**src/rtl/alu_seq_pkg.sv**
```systemverilog
// alu_seq_pkg: opcode constants and FSM state encoding for the ALU sequencer
package alu_seq_pkg;
    localparam logic [1:0] OP_ADD = 2'b00;
    localparam logic [1:0] OP_SUB = 2'b01;
    localparam logic [1:0] OP_MUL = 2'b10;
    localparam logic [1:0] OP_DIV = 2'b11;
    typedef enum logic [1:0] {ST_IDLE, ST_EXEC, ST_DONE} state_t;
endpackage

```
**src/rtl/alu_seq_ctrl_if.sv**
```systemverilog
// alu_seq_ctrl_if: operand/opcode request and result handshake between source and sequencer
interface alu_seq_ctrl_if #(parameter int WIDTH = 3);
    logic                 start;
    logic [WIDTH-1:0]     portA;
    logic [WIDTH-1:0]     portB;
    logic [1:0]           opcode;
    logic                 ready;
    logic                 busy;
    logic                 done;
    logic [2*WIDTH-1:0]   result;
    logic                 neg;
    logic                 div_err;
    modport master (output start, portA, portB, opcode, input ready, busy, done, result, neg, div_err);
    modport slave  (input start, portA, portB, opcode, output ready, busy, done, result, neg, div_err);
endinterface

```
**src/rtl/alu_seq_iter.sv**
```systemverilog
// alu_seq_iter: one combinational step of shift-add multiply or restoring divide
module alu_seq_iter #(
    parameter int WIDTH = 3
) (
    input  logic                 i_div,
    input  logic [2*WIDTH-1:0]   i_acc,
    input  logic [2*WIDTH-1:0]   i_x,
    input  logic [WIDTH-1:0]     i_y,
    input  logic [WIDTH-1:0]     i_b,
    output logic [2*WIDTH-1:0]   o_acc,
    output logic [2*WIDTH-1:0]   o_x,
    output logic [WIDTH-1:0]     o_y
);
    logic [WIDTH:0]   w_t;
    logic [WIDTH-1:0] w_r;
    logic             w_ge;

    // mul: acc += lsb ? multiplicand : 0; div: shift next dividend bit into the remainder and trial-subtract
    always_comb begin
        w_t   = {i_acc[WIDTH-1:0], i_y[WIDTH-1]};
        w_ge  = w_t >= {1'b0, i_b};
        w_r   = w_ge ? WIDTH'(w_t - {1'b0, i_b}) : w_t[WIDTH-1:0];
        o_acc = i_div ? {{WIDTH{1'b0}}, w_r} : i_acc + (i_y[0] ? i_x : '0);
        o_x   = i_div ? i_x : i_x << 1;
        o_y   = i_div ? {i_y[WIDTH-2:0], w_ge} : i_y >> 1;
    end
endmodule

```
**src/rtl/alu_seq_ctrl.sv**
```systemverilog
// alu_seq_ctrl: multi-cycle add/sub/mul/div sequencer; ALU_SEQ_OPCNT_EN adds the op_count output
module alu_seq_ctrl
    import alu_seq_pkg::*;
#(
    parameter int WIDTH = 3,
    parameter int CNT_W = 8
) (
    input  logic               clk,
    input  logic               rst,
    alu_seq_ctrl_if.slave      bus
`ifdef ALU_SEQ_OPCNT_EN
    ,
    output logic [CNT_W-1:0]   op_count
`endif
);
    localparam int CW = $clog2(WIDTH + 1);

    if (WIDTH < 2 || CNT_W < 1) begin : g_bad_params
        $error("alu_seq_ctrl: WIDTH must be >= 2 and CNT_W >= 1");
    end

    state_t              r_state, w_next;
    logic [1:0]          r_op;
    logic [WIDTH-1:0]    r_b, r_y, w_y;
    logic [2*WIDTH-1:0]  r_acc, r_x, w_acc, w_x, r_result, w_result;
    logic [CW-1:0]       r_cnt;
    logic                r_neg, r_err, w_neg, w_err, w_dz, w_last;

    // mul keeps A in r_x and B in r_y; div keeps the dividend in r_y and the remainder in r_acc
    alu_seq_iter #(.WIDTH(WIDTH)) u_iter (
        .i_div (r_op[0]),
        .i_acc (r_acc),
        .i_x   (r_x),
        .i_y   (r_y),
        .i_b   (r_b),
        .o_acc (w_acc),
        .o_x   (w_x),
        .o_y   (w_y)
    );

    assign w_dz      = (r_op == OP_DIV) && (r_b == '0);
    assign w_last    = !r_op[1] || w_dz || (r_cnt == CW'(1));
    assign bus.ready = r_state == ST_IDLE;
    assign bus.busy  = r_state != ST_IDLE;
    assign bus.done  = r_state == ST_DONE;
    assign bus.result  = r_result;
    assign bus.neg     = r_neg;
    assign bus.div_err = r_err;

    // state register
    always_ff @(posedge clk) begin
        if (!rst) r_state <= ST_IDLE;
        else      r_state <= w_next;
    end

    // next state plus the value to capture on entry to DONE
    always_comb begin
        w_next   = r_state == ST_IDLE ? (bus.start ? ST_EXEC : ST_IDLE)
                 : r_state == ST_EXEC ? (w_last ? ST_DONE : ST_EXEC) : ST_IDLE;
        w_result = '0;
        w_neg    = 1'b0;
        w_err    = 1'b0;
        case (r_op)
            OP_ADD: w_result = (2*WIDTH)'(r_x[WIDTH-1:0]) + (2*WIDTH)'(r_b);
            OP_SUB: begin
                w_neg    = r_x[WIDTH-1:0] < r_b;
                w_result = (2*WIDTH)'(w_neg ? r_b - r_x[WIDTH-1:0] : r_x[WIDTH-1:0] - r_b);
            end
            OP_MUL: w_result = w_acc;
            default: begin
                w_err    = w_dz;
                w_result = w_dz ? '0 : {w_acc[WIDTH-1:0], w_y};
            end
        endcase
    end

    // operand latch, iteration registers and result capture
    always_ff @(posedge clk) begin
        if (!rst) begin
            r_op     <= OP_ADD;
            r_x      <= '0;
            r_y      <= '0;
            r_b      <= '0;
            r_acc    <= '0;
            r_cnt    <= '0;
            r_result <= '0;
            r_neg    <= 1'b0;
            r_err    <= 1'b0;
        end else if (r_state == ST_IDLE && bus.start) begin
            r_op  <= bus.opcode;
            r_x   <= (2*WIDTH)'(bus.portA);
            r_y   <= bus.opcode == OP_DIV ? bus.portA : bus.portB;
            r_b   <= bus.portB;
            r_acc <= '0;
            r_cnt <= CW'(WIDTH);
        end else if (r_state == ST_EXEC) begin
            r_acc <= w_acc;
            r_x   <= w_x;
            r_y   <= w_y;
            r_cnt <= r_cnt - CW'(1);
            if (w_last) begin
                r_result <= w_result;
                r_neg    <= w_neg;
                r_err    <= w_err;
            end
        end
    end

`ifdef ALU_SEQ_OPCNT_EN
    // count every completed operation, divide-by-zero included
    always_ff @(posedge clk) begin
        if (!rst)                  op_count <= '0;
        else if (r_state == ST_DONE) op_count <= op_count + CNT_W'(1);
    end
`endif
endmodule

```
**src/flat_wrapper.sv**
```systemverilog
// flat-port wrapper written by rule: the top's interface ports become plain ports
module alu_seq_ctrl_flat import alu_seq_pkg::*;
#(
    parameter int WIDTH = 3,
    parameter int CNT_W = 8
)
  (clk, rst, bus_start, bus_portA, bus_portB, bus_opcode, bus_ready, bus_busy, bus_done, bus_result, bus_neg, bus_div_err);
  alu_seq_ctrl_if #(.WIDTH(WIDTH)) bus_i ();
  input  logic clk;
  input  logic rst;
  input wire logic [$bits(bus_i.start)-1:0] bus_start;
  input wire logic [$bits(bus_i.portA)-1:0] bus_portA;
  input wire logic [$bits(bus_i.portB)-1:0] bus_portB;
  input wire logic [$bits(bus_i.opcode)-1:0] bus_opcode;
  output wire logic [$bits(bus_i.ready)-1:0] bus_ready;
  output wire logic [$bits(bus_i.busy)-1:0] bus_busy;
  output wire logic [$bits(bus_i.done)-1:0] bus_done;
  output wire logic [$bits(bus_i.result)-1:0] bus_result;
  output wire logic [$bits(bus_i.neg)-1:0] bus_neg;
  output wire logic [$bits(bus_i.div_err)-1:0] bus_div_err;
  assign bus_i.start = bus_start;
  assign bus_i.portA = bus_portA;
  assign bus_i.portB = bus_portB;
  assign bus_i.opcode = bus_opcode;
  assign bus_ready = bus_i.ready;
  assign bus_busy = bus_i.busy;
  assign bus_done = bus_i.done;
  assign bus_result = bus_i.result;
  assign bus_neg = bus_i.neg;
  assign bus_div_err = bus_i.div_err;
  alu_seq_ctrl #(.WIDTH(WIDTH), .CNT_W(CNT_W)) u_core (.clk(clk), .rst(rst), .bus(bus_i));
endmodule
```
**config.mk**
```make
export PLATFORM = sky130hd
export DESIGN_NAME = alu_seq_ctrl_flat
export DESIGN_NICKNAME = d
export VERILOG_FILES = /design/src/rtl/alu_seq_pkg.sv /design/src/rtl/alu_seq_ctrl_if.sv /design/src/rtl/alu_seq_iter.sv /design/src/rtl/alu_seq_ctrl.sv /design/src/flat_wrapper.sv
export SDC_FILE = /design/constraint.sdc
export NUM_CORES = 1
export LEC_CHECK = 0
export ABC_AREA = 1
export CORE_MARGIN = 2
export CORE_UTILIZATION = 40
export DETAILED_ROUTE_END_ITERATION = 10
export PLACE_DENSITY = 0.67
export SYNTH_ARGS = -nofsm -noshare
export SYNTH_HDL_FRONTEND = slang
export SYNTH_SLANG_ARGS = --single-unit
```
**constraint.sdc**
```tcl
create_clock -name clk -period 2 [get_ports clk]
set_input_delay 0.6 -clock clk [delete_from_list [all_inputs] [get_ports clk]]
set_output_delay 0.6 -clock clk [all_outputs]
set_load 0.02 [all_outputs]
```
Word level (Yosys, flattened, before mapping). Cells that the tools add are included.

Word-level logic and storage cells: 66. Output and inout port bits: 11. Bits in registers: 32.

Add/subtract/negate cells: 6. Bitwise gates (word level): 3. Magnitude comparators: 2. Mux-type cells: 21. Reduce and logical (&&, ||, !) cells: 15. Eq/ne operators: 8.

Operator list (count): $mux W3 (8); $mux W6 (4); $pmux W6 S3 (1); $mux W2 (5); $eq A2 B2 Y1 const B (4); $sub A3 B3 Y4 (2); $add A6 B6 Y6 (1); $eq A2 B1 Y1 const B (3); $add A3 B3 Y4 (1); $ge A4 B3 Y1 (1); $logic_not A2 Y1 (2); $reduce_and A2 Y1 (2); $reduce_bool A2 Y1 (2); $logic_not A3 Y1 (1); $lt A3 B3 Y1 (1); $mux W1 (3); $not A1 Y1 (3); $reduce_and A3 Y1 (1); $reduce_or A3 Y1 (1); $sub A3 B3 Y3 (1); $logic_and A1 B1 Y1 (2); $logic_or A1 B1 Y1 (2); $ne A2 B2 Y1 const B (1); $reduce_or A2 Y1 (1); 2 further kinds (2).

Depth between registers and ports, before layout. Gate-level depths: netlist of run 1.

Depth after elaboration: 7. Gate-level depth with buffers: 14. Gate-level depth less buffers: 14.

Cells and area by module. A second synthesis of run 1 with hierarchy kept.

Cells, all modules: 347. Area, all modules: 2353.5 sq um.

Modules (own cells, without submodules): alu_seq_ctrl (cells an instance 241, area each 1776.7 sq um, seq. area each 640.6 sq um, instances 1); alu_seq_iter (cells an instance 106, area each 576.8 sq um, seq. area each 0.0 sq um, instances 1).

Worst setup path after synthesis of run 1. No wires, ideal clock.

Path type: reg2reg. Start: register u_core.r_b[1]. End: register u_core.r_result[5] (netlist: u_core.bus.result[5]). Slack: -0.054 ns. Stages on the path, launching flop included: 12. Buffers on the path: 0. Setup time: 0.115 ns. Arrival: 1.939 ns. Clock period less this slack: 2.054 ns. Cells stage by stage: dfxtp_1 -> inv_1 -> fa_1 -> fa_1 -> inv_1 -> nor2_1 -> nand3_1 -> nand2_1 -> nor2_1 -> nand2_1 -> nor2_1 -> nor2_1.

Word-level cells in the longest chain between the ends: 5. Elaborated cells between the ends (all ways): 15.

Ends and longest elaborated chain: start, declared (line alu_seq_ctrl.sv:24) `logic [WIDTH-1:0] r_b, r_y, w_y;`; start signal, assigned (line alu_seq_ctrl.sv:93) `r_b <= bus.portB;`; $ge A4 B3 Y1, or another cell as far along (line alu_seq_iter.sv:21) `w_ge = w_t >= {1'b0, i_b};`; $mux W3 / $logic_and A1 B1 Y1 (equally long branches) (line alu_seq_iter.sv:22, alu_seq_ctrl.sv:41); $mux W6 / $logic_or A1 B1 Y1 (equally long branches) (line alu_seq_iter.sv:23, alu_seq_ctrl.sv:42); $mux W6 / $logic_or A1 B1 Y1 (equally long branches) (line alu_seq_ctrl.sv:72, alu_seq_ctrl.sv:42); $pmux W6 S3 / $reduce_and A3 Y1 (equally long branches); end signal, assigned (line alu_seq_ctrl.sv:102) `r_result <= w_result;`; end, declared (line alu_seq_ctrl.sv:25) `logic [2*WIDTH-1:0] r_acc, r_x, w_acc, w_x, r_result, w_result;`.

Several ways; a longest one is shown, not always the timed one. A chain may end at the register's enable or synchronous reset.

Final worst setup path of run 1.
Start: register u_core.r_x[0]. End: register u_core.r_result[5] (netlist: u_core.bus.result[5]).

Word-level cells in the longest chain between the ends: 5. Elaborated cells between the ends (all ways): 9.

Ends and longest elaborated chain: start, declared (line alu_seq_ctrl.sv:25); start signal, assigned (line alu_seq_ctrl.sv:91) `r_x <= (2*WIDTH)'(bus.portA);`; start signal, assigned (line alu_seq_ctrl.sv:98) `r_x <= w_x;`; $mux W6 (line alu_seq_iter.sv:23) `o_acc = i_div ? {{WIDTH{1'b0}}, w_r} : i_acc + (i_y[0] ? i_x : '0);`; $add A6 B6 Y6 (line alu_seq_iter.sv:23); $mux W6 (line alu_seq_iter.sv:23); $mux W6 (line alu_seq_ctrl.sv:72) `w_result = w_dz ? '0 : {w_acc[WIDTH-1:0], w_y};`; $pmux W6 S3 (*) (line alu_seq_ctrl.sv:63) `case (r_op)`.

Mark *: on every way between the ends. The rest lies on a longest branch, timed or not.

==> results of run 1 <==
-- flip-flops by register name, indices dropped and copies added, names as in the netlist --
signal	count
u_core.r_op	2
u_core.r_acc	6
u_core.r_b	3
u_core.r_state	2
u_core.bus.div_err	1
u_core.bus.neg	1
u_core.bus.result	6
u_core.r_cnt	2
u_core.r_y	3
u_core.r_x	6
-- cells by family (layout without fill, tap and decap cells) --
kind of cell | after synthesis | count (layout) | share of synthesized area (%)
adder cells (fa/ha/maj) | 24 | 24 | 14.98
flip-flops | 32 | 32 | 27.80
AO/OA/AOI/OAI | 72 | 72 | 17.26
buffers and inverters | 68 | 106 | 12.81
AND/OR/NAND/NOR | 139 | 139 | 26.76
XOR/XNOR | 1 | 1 | 0.3801
-- final cells by class --
cell class / instances / area [um^2] / share of cell area, %
well taps: 72 / 90.09 / 3.169
repair buffers: 39 / 345.3 / 12.15
clock inverters: 2 / 35.03 / 1.232
clock buffers: 6 / 72.57 / 2.553
flip-flops and latches: 32 / 643.1 / 22.62
inverters: 59 / 226.5 / 7.967
multi-input cells: 236 / 1430 / 50.31
-- timing repair --
item / 4_1_cts / 5_1_grt
resized for setup: 15 / 9
pin swaps: 10 / 10
endpoints found under the setup margin: 6 / 8
setup buffers: 1 / 0
-- per-stage QoR --
| stage | setup WS (ps) | power, uW | cell area (um^2) | utilization, % | cells |
|---|---|---|---|---|---|
| 6_report | 17.70 | 2018 | 2843 | 51.31 | 446 |
| 5_1_grt | -69.36 | 2125 | 2843 | 51.31 | 446 |
| 2_1_floorplan | 50.66 | 1140 | 2307 | - | 336 |
| 4_1_cts | -17.22 | 2005 | 2814 | 50.79 | 446 |
| 3_5_place_dp | -60.33 | 1346 | 2666 | 48.13 | 437 |
| 3_3_place_gp | -17.79 | 1341 | 2666 | 48.13 | 437 |
-- worst paths after layout --
path,start,to,slack [ps],depth (start not counted)
setup / recovery,u_core.r_x[0],u_core.bus.result[5],20,13
setup reg to reg,u_core.r_x[0],u_core.bus.result[5],20,13
hold / removal,u_core.bus.div_err,u_core.bus.div_err,470,2
hold reg to reg,u_core.bus.div_err,u_core.bus.div_err,470,2
-- placed cells by master (no fill, tap or decap), types with 5 or more instances in the layout --
| master | n |
|---|---|
| nand2_1 | 63 |
| clkdlybuf4s50_1 | 18 |
| a21oi_1 | 30 |
| ha_1 | 16 |
| o21ai_0 | 21 |
| nor2_1 | 26 |
| nand3_1 | 26 |
| dfxtp_1 | 30 |
| nand2_2 | 8 |
| o21ai_1 | 7 |
| inv_2 | 9 |
| clkbuf_8 | 5 |
| inv_1 | 49 |
| buf_4 | 18 |
-- routing by layer --
metal	share of wire, %	vias to the layer above	GRT usage [%]
met5	0	-	0
met1	45	1018	30.20
met3	6.3	14	3.733
met4	1.6	0	6.271
li1	-	1146	-
met2	47	60	32.92
-- power groups by stage --
stage / sequential [uW] / combinational [uW] / clock (uW)
floorplan: 749 / 392 / 0
global placement: 739 / 602 / 0
detailed placement: 740 / 606 / 0
CTS: 728 / 630 / 647
global route: 734 / 720 / 672
finish: 730 / 651 / 638
-- synth_stat cells (2+ instances only) --
cell type  instances
inv_1             54
a21oi_1           31
ha_1              18
o21ai_0           21
nor2_1            29
a21oi_2            3
buf_2              5
o21ai_2            2
nand2_4            2
a211oi_1           3
or2_2              3
nor2_2             2
nand2_2            5
inv_2              4
nand2_1           66
fa_1               6
nand4_1            2
o211ai_1           4
dfxtp_1           32
nand3_1           27
o21ai_1            7
-- worst max-delay path, delay by kind of cell, from the launching register on --
| kind | cells | cell delay, ps |
|---|---|---|
| adder cells (fa/ha/maj) | 3 | 840 |
| buffers and inverters | 3 | 200 |
| flip-flops | 1 | 330 |
| AND/OR/NAND/NOR | 7 | 510 |
==> results.md, run 1 <==
* Clk_lat worst skew at 290 ps
* Fin Setup TNS at 0 ps
* CP Cell Sequence: inv_2 -> ha_4 -> inv_2 -> fa_2 -> fa_2 -> inv_2 -> nor2_4 -> nand3_2 -> nand2_2 -> nor2_2 -> nand2_1 -> nor2_1 -> nor2_1
* Outcome: completed
* Setup crit end kind: register
* RSZ-0062 raised after global routing: true
* Logic pwr share at 32.2%
* Ys Warns at 0
* Fin. max-slew vios at 0
* Row cnt at 27
* CP startpoint kind: register
* Die Ht at 79.91 um
* Main flop type after synthesis: dfxtp_1
* Max Cap Viol at 0
* LEAKAGE at 0.001349 uW
* Peak VDD IR at 391.6 uV
* HP Class: register to register
* DIE AREA at 0.006385 mm^2
* Register area share after synthesis at 27.80%
* Starting Density at 41.60%
* Via count at 2,238
* Worst Path Required at 2190 ps
* P_sw at 710.3 uW
* Synth Instances at 336
* Clock Skew at 11.03 ps
* P&R area growth vs syn at 23.34%
* Max Fclk at 504.5 MHz
* Slew HR at 69.34%
* Sw frac at 35.19%
* P per Cell Area at 710.1 mW/mm^2
* Area fraction of the dominant cell type after synthesis at 27.80%
* Clock sinks at 32
* Post-synth ARST share at 0%
* Cell area after synthesis at 0.002305 mm^2
* #FFs+latches synth at 32
* Die width at 79.91 um
* CTS H-Tree Depth at 2
* Hold Slack at 470.6 ps
* First-pass GRT wire length at 10,300 um
* Largest stage delay on the critical path at 400 ps
* CTS tree: built
* DR DRC count at 0
* Synth Area per Inst at 6.859 um^2
* CP max FO at 4
* Minimum clock period at 1982 ps
* Yosys cell types at 31
* DRT Pass-1 Iters at 4
* Mapped Nets at 371
* WS Path Type: register to register
* Layout cells sized above 1 at 18.45%
* Vias in the first global route at 2,066
* Root Driver: clkbuf_8
* Largest net degree at the start of global routing at 16
* Fillers at 546
* Ant. Diodes at 0
* Critical Path AT at 2170 ps
* Initial DRC count at 183
* Final Hold Vio Count at 0
* Routability congestion estimate at 0.9940
* Initial antenna violation count at 0
* I/O Pins at 22
* Worst slew pin tran at 459.4 ps
* Clock slew at reported path FFs at 80 ps
* Hold buffers post-CTS at 0
* Via density at 5.018
* Area contributors post-synth: dfxtp_1 28%, nand2_1 11%, ha_1 9.8%, inv_1 8.8%, a21oi_1 6.7%
* Antenna-violating nets left at 0
* Max clock buf depth at 2
* Worst path most repeated cell: inv_2
* GRT Total Usage at 21.30%
* Floorplan core area at 0.005540 mm^2
* Synth area leader: dfxtp_1
* TritonCTS buffer count at 5
* Gr ovfl total at 0
* Post-synth EDFFs at 0
* Drt wl/cell at 14.39 um
* Tcrit/Tclk final at 99.11%
* Fraction of power consumed by sequential logic at 36.1%
* Port Buffers at 21
* Int Power at 1308 uW
* Post-Route WL at 6420 um
* Final #Nets at 408
* Critical path's slowest cell: fa_2
* Clock network power share at 31.6%
* Detail Placement HPWL at 4836 um
* # setup viols final at 0
Note: power is estimated with default switching activity, not from simulation.
==> run 2, diff against run 1 <==
- GPL_TIMING_DRIVEN: unset -> 0
- SKIP_LAST_GASP: unset -> 1
==> run 2 against run 1 <==
Against the previous run: the run now ends with setup timing left; cell count fell by 2.0%; die area unchanged; first-iteration DRC count rose by 7.7%; largest power group unchanged; clock skew decreased by 7.3 ps; power decreased by 1.6%; clock power increased by 0.8%; global-route usage is 1.0 points lower; non-clock buffer count fell by 9; utilization down 0.95 points.
==> results.md, run 2 (same netlist as run 1, synthesis figures left out) <==
* CTS H-Tree Depth at 2
* CP max FO at 4
* Clk_lat worst skew at 290 ps
* Minimum clock period at 2094 ps
* DR DRC count at 0
* Setup WS post-layout at -94.48 ps
* Tcrit/Tclk final at 104.7%
* Slew HR at 78.21%
* Largest net degree at the start of global routing at 12
* Clock Skew at 3.774 ps
* Row cnt at 27
* Root Driver: clkbuf_8
* Via count at 2,226
* Routability congestion estimate at 0.9613
* Initial antenna violation count at 0
* Commonest non-fill, non-tap cell in the layout: nand2_1
* Fillers at 575
* Post-Route WL at 6098 um
* DIE AREA at 0.006385 mm^2
* Via density at 5.094
* Die width at 79.91 um
* Gr ovfl total at 0
* Drt wl/cell at 13.95 um
* Final #Nets at 399
* I/O Pins at 22
* First-pass GRT wire length at 9998 um
* P&R area growth vs syn at 21.06%
* GRT Total Usage at 20.29%
* Sequential Area at 651.9 um^2
* HP Class: register to register
* Max Fclk at 477.4 MHz
* RSZ-0062 raised after global routing: true
* LEAKAGE at 0.001301 uW
* Clock sinks at 32
* P per Cell Area at 712.1 mW/mm^2
* Failing checks: setup timing
* Vias in the first global route at 2,058
* Outcome: complete, but fails checks
* Max Cap Viol at 0
* Worst slew pin tran at 326.4 ps
* Layout cells sized above 1 at 17.81%
* # setup viols final at 4
* Port Buffers at 21
* Worst Path Required at 2190 ps
* Pre-CTS setup slack at -241.0 ps
* Max clock buf depth at 2
* Final Hold Vio Count at 0
* Floorplan core area at 0.005540 mm^2
* Antenna-violating nets left at 0
* Detail Placement HPWL at 4597 um
* Ant. Diodes at 0
* DRT Pass-1 Iters at 4
* Die Ht at 79.91 um
* Critical Path AT at 2290 ps
* Peak VDD IR at 503.1 uV
* Multi-input gate area at 0.001430 mm^2
* Starting Density at 41.60%
* Clock slew at reported path FFs at 70 ps
* Most frequent cells in the layout: 64 x nand2_1, 50 x inv_1, 30 x a21oi_1
* Fin. max-slew vios at 0
* CP startpoint kind: register
* TritonCTS buffer count at 5
* Initial DRC count at 197
* Pwr Total at 1987 uW
* WS Path Type: register to register
* CTS tree: built
* Setup crit end kind: register
==> run 2: cell count changes in the layout (fill, tap and decap cells not counted), moves of 2 or more <==
cell	before	now
nor2_2	4	6
buf_2	0	4
buf_4	18	2
dfxtp_4	0	2
inv_2	9	7
dfxtp_1	30	27
nor2_1	26	23
==> run 2: worst paths after layout <==
| check | start | endpoint | slack, ps | depth (start not counted) |
|---|---|---|---|---|
| worst min-delay path | u_core.bus.div_err | u_core.bus.div_err | 470 | 2 |
| worst min register to register | u_core.bus.div_err | u_core.bus.div_err | 470 | 2 |
| worst max register to register | u_core.r_x[0] | u_core.bus.result[5] | -90 | 13 |
| worst max-delay path | u_core.r_x[0] | u_core.bus.result[5] | -90 | 13 |
==> run 2: power breakdown <==
part / internal [uW] / switching, uW / leakage [uW]
Clock: 369 / 274 / 0.0000541
Combinational: 228 / 371 / 0.000982
Sequential: 687 / 58.2 / 0.000264
Total: 1280 / 703 / 0.00130
==> run 2: final cells by class <==
cell class / instances / area share (%)
multi-input cells: 236 / 51.26
flip-flops and latches: 32 / 23.36
inverters: 59 / 8.206
repair buffers: 22 / 7.668
well taps: 72 / 3.229
clock buffers: 5 / 2.466
plain buffers: 8 / 2.287
clock inverters: 3 / 1.525
==> run 2: routing by layer <==
layer | up-vias | track usage [%] | wire, um
met5 | - | 0 | 0
met4 | 0 | 4.068 | 35
met3 | 5 | 4.638 | 508
met2 | 67 | 31.75 | 2693
met1 | 1026 | 28.57 | 2862
li1 | 1128 | - | -
==> run 2: metrics by stage <==
step / TNS [ps] / cell area, um^2 / util [%] / std cells / hold WS [ps]
6_report: -201.4 / 2790 / 50.36 / 437 / 469.2
5_1_grt: -597.1 / 2790 / 50.36 / 437 / 496.9
4_1_cts: -203.2 / 2780 / 50.18 / 438 / 471.5
3_5_place_dp: -1087 / 2608 / 47.06 / 429 / 459.5
3_3_place_gp: -825.1 / 2608 / 47.06 / 429 / 449.2
2_1_floorplan: 0 / 2307 / - / 336 / 449.4
==> run 2: timing repair <==
item | CTS | global route
resized for setup | 25 | 7
setup buffers | 1 | 0
pin swaps | 11 | 9
endpoints found under the setup margin | 8 | 6
hold buffers | 0 | 0
==> run 2: worst max-delay path, stage by stage (launching register included) <==
cell and delay, ps:
dfxtp_4 360, inv_2 60, ha_4 130, inv_4 30, fa_2 330, fa_2 400, inv_2 100, nor2_1 40
nand3_1 80, nand2_2 90, nor2_4 140, nand2_2 70, nor2_2 120, nor2_1 50
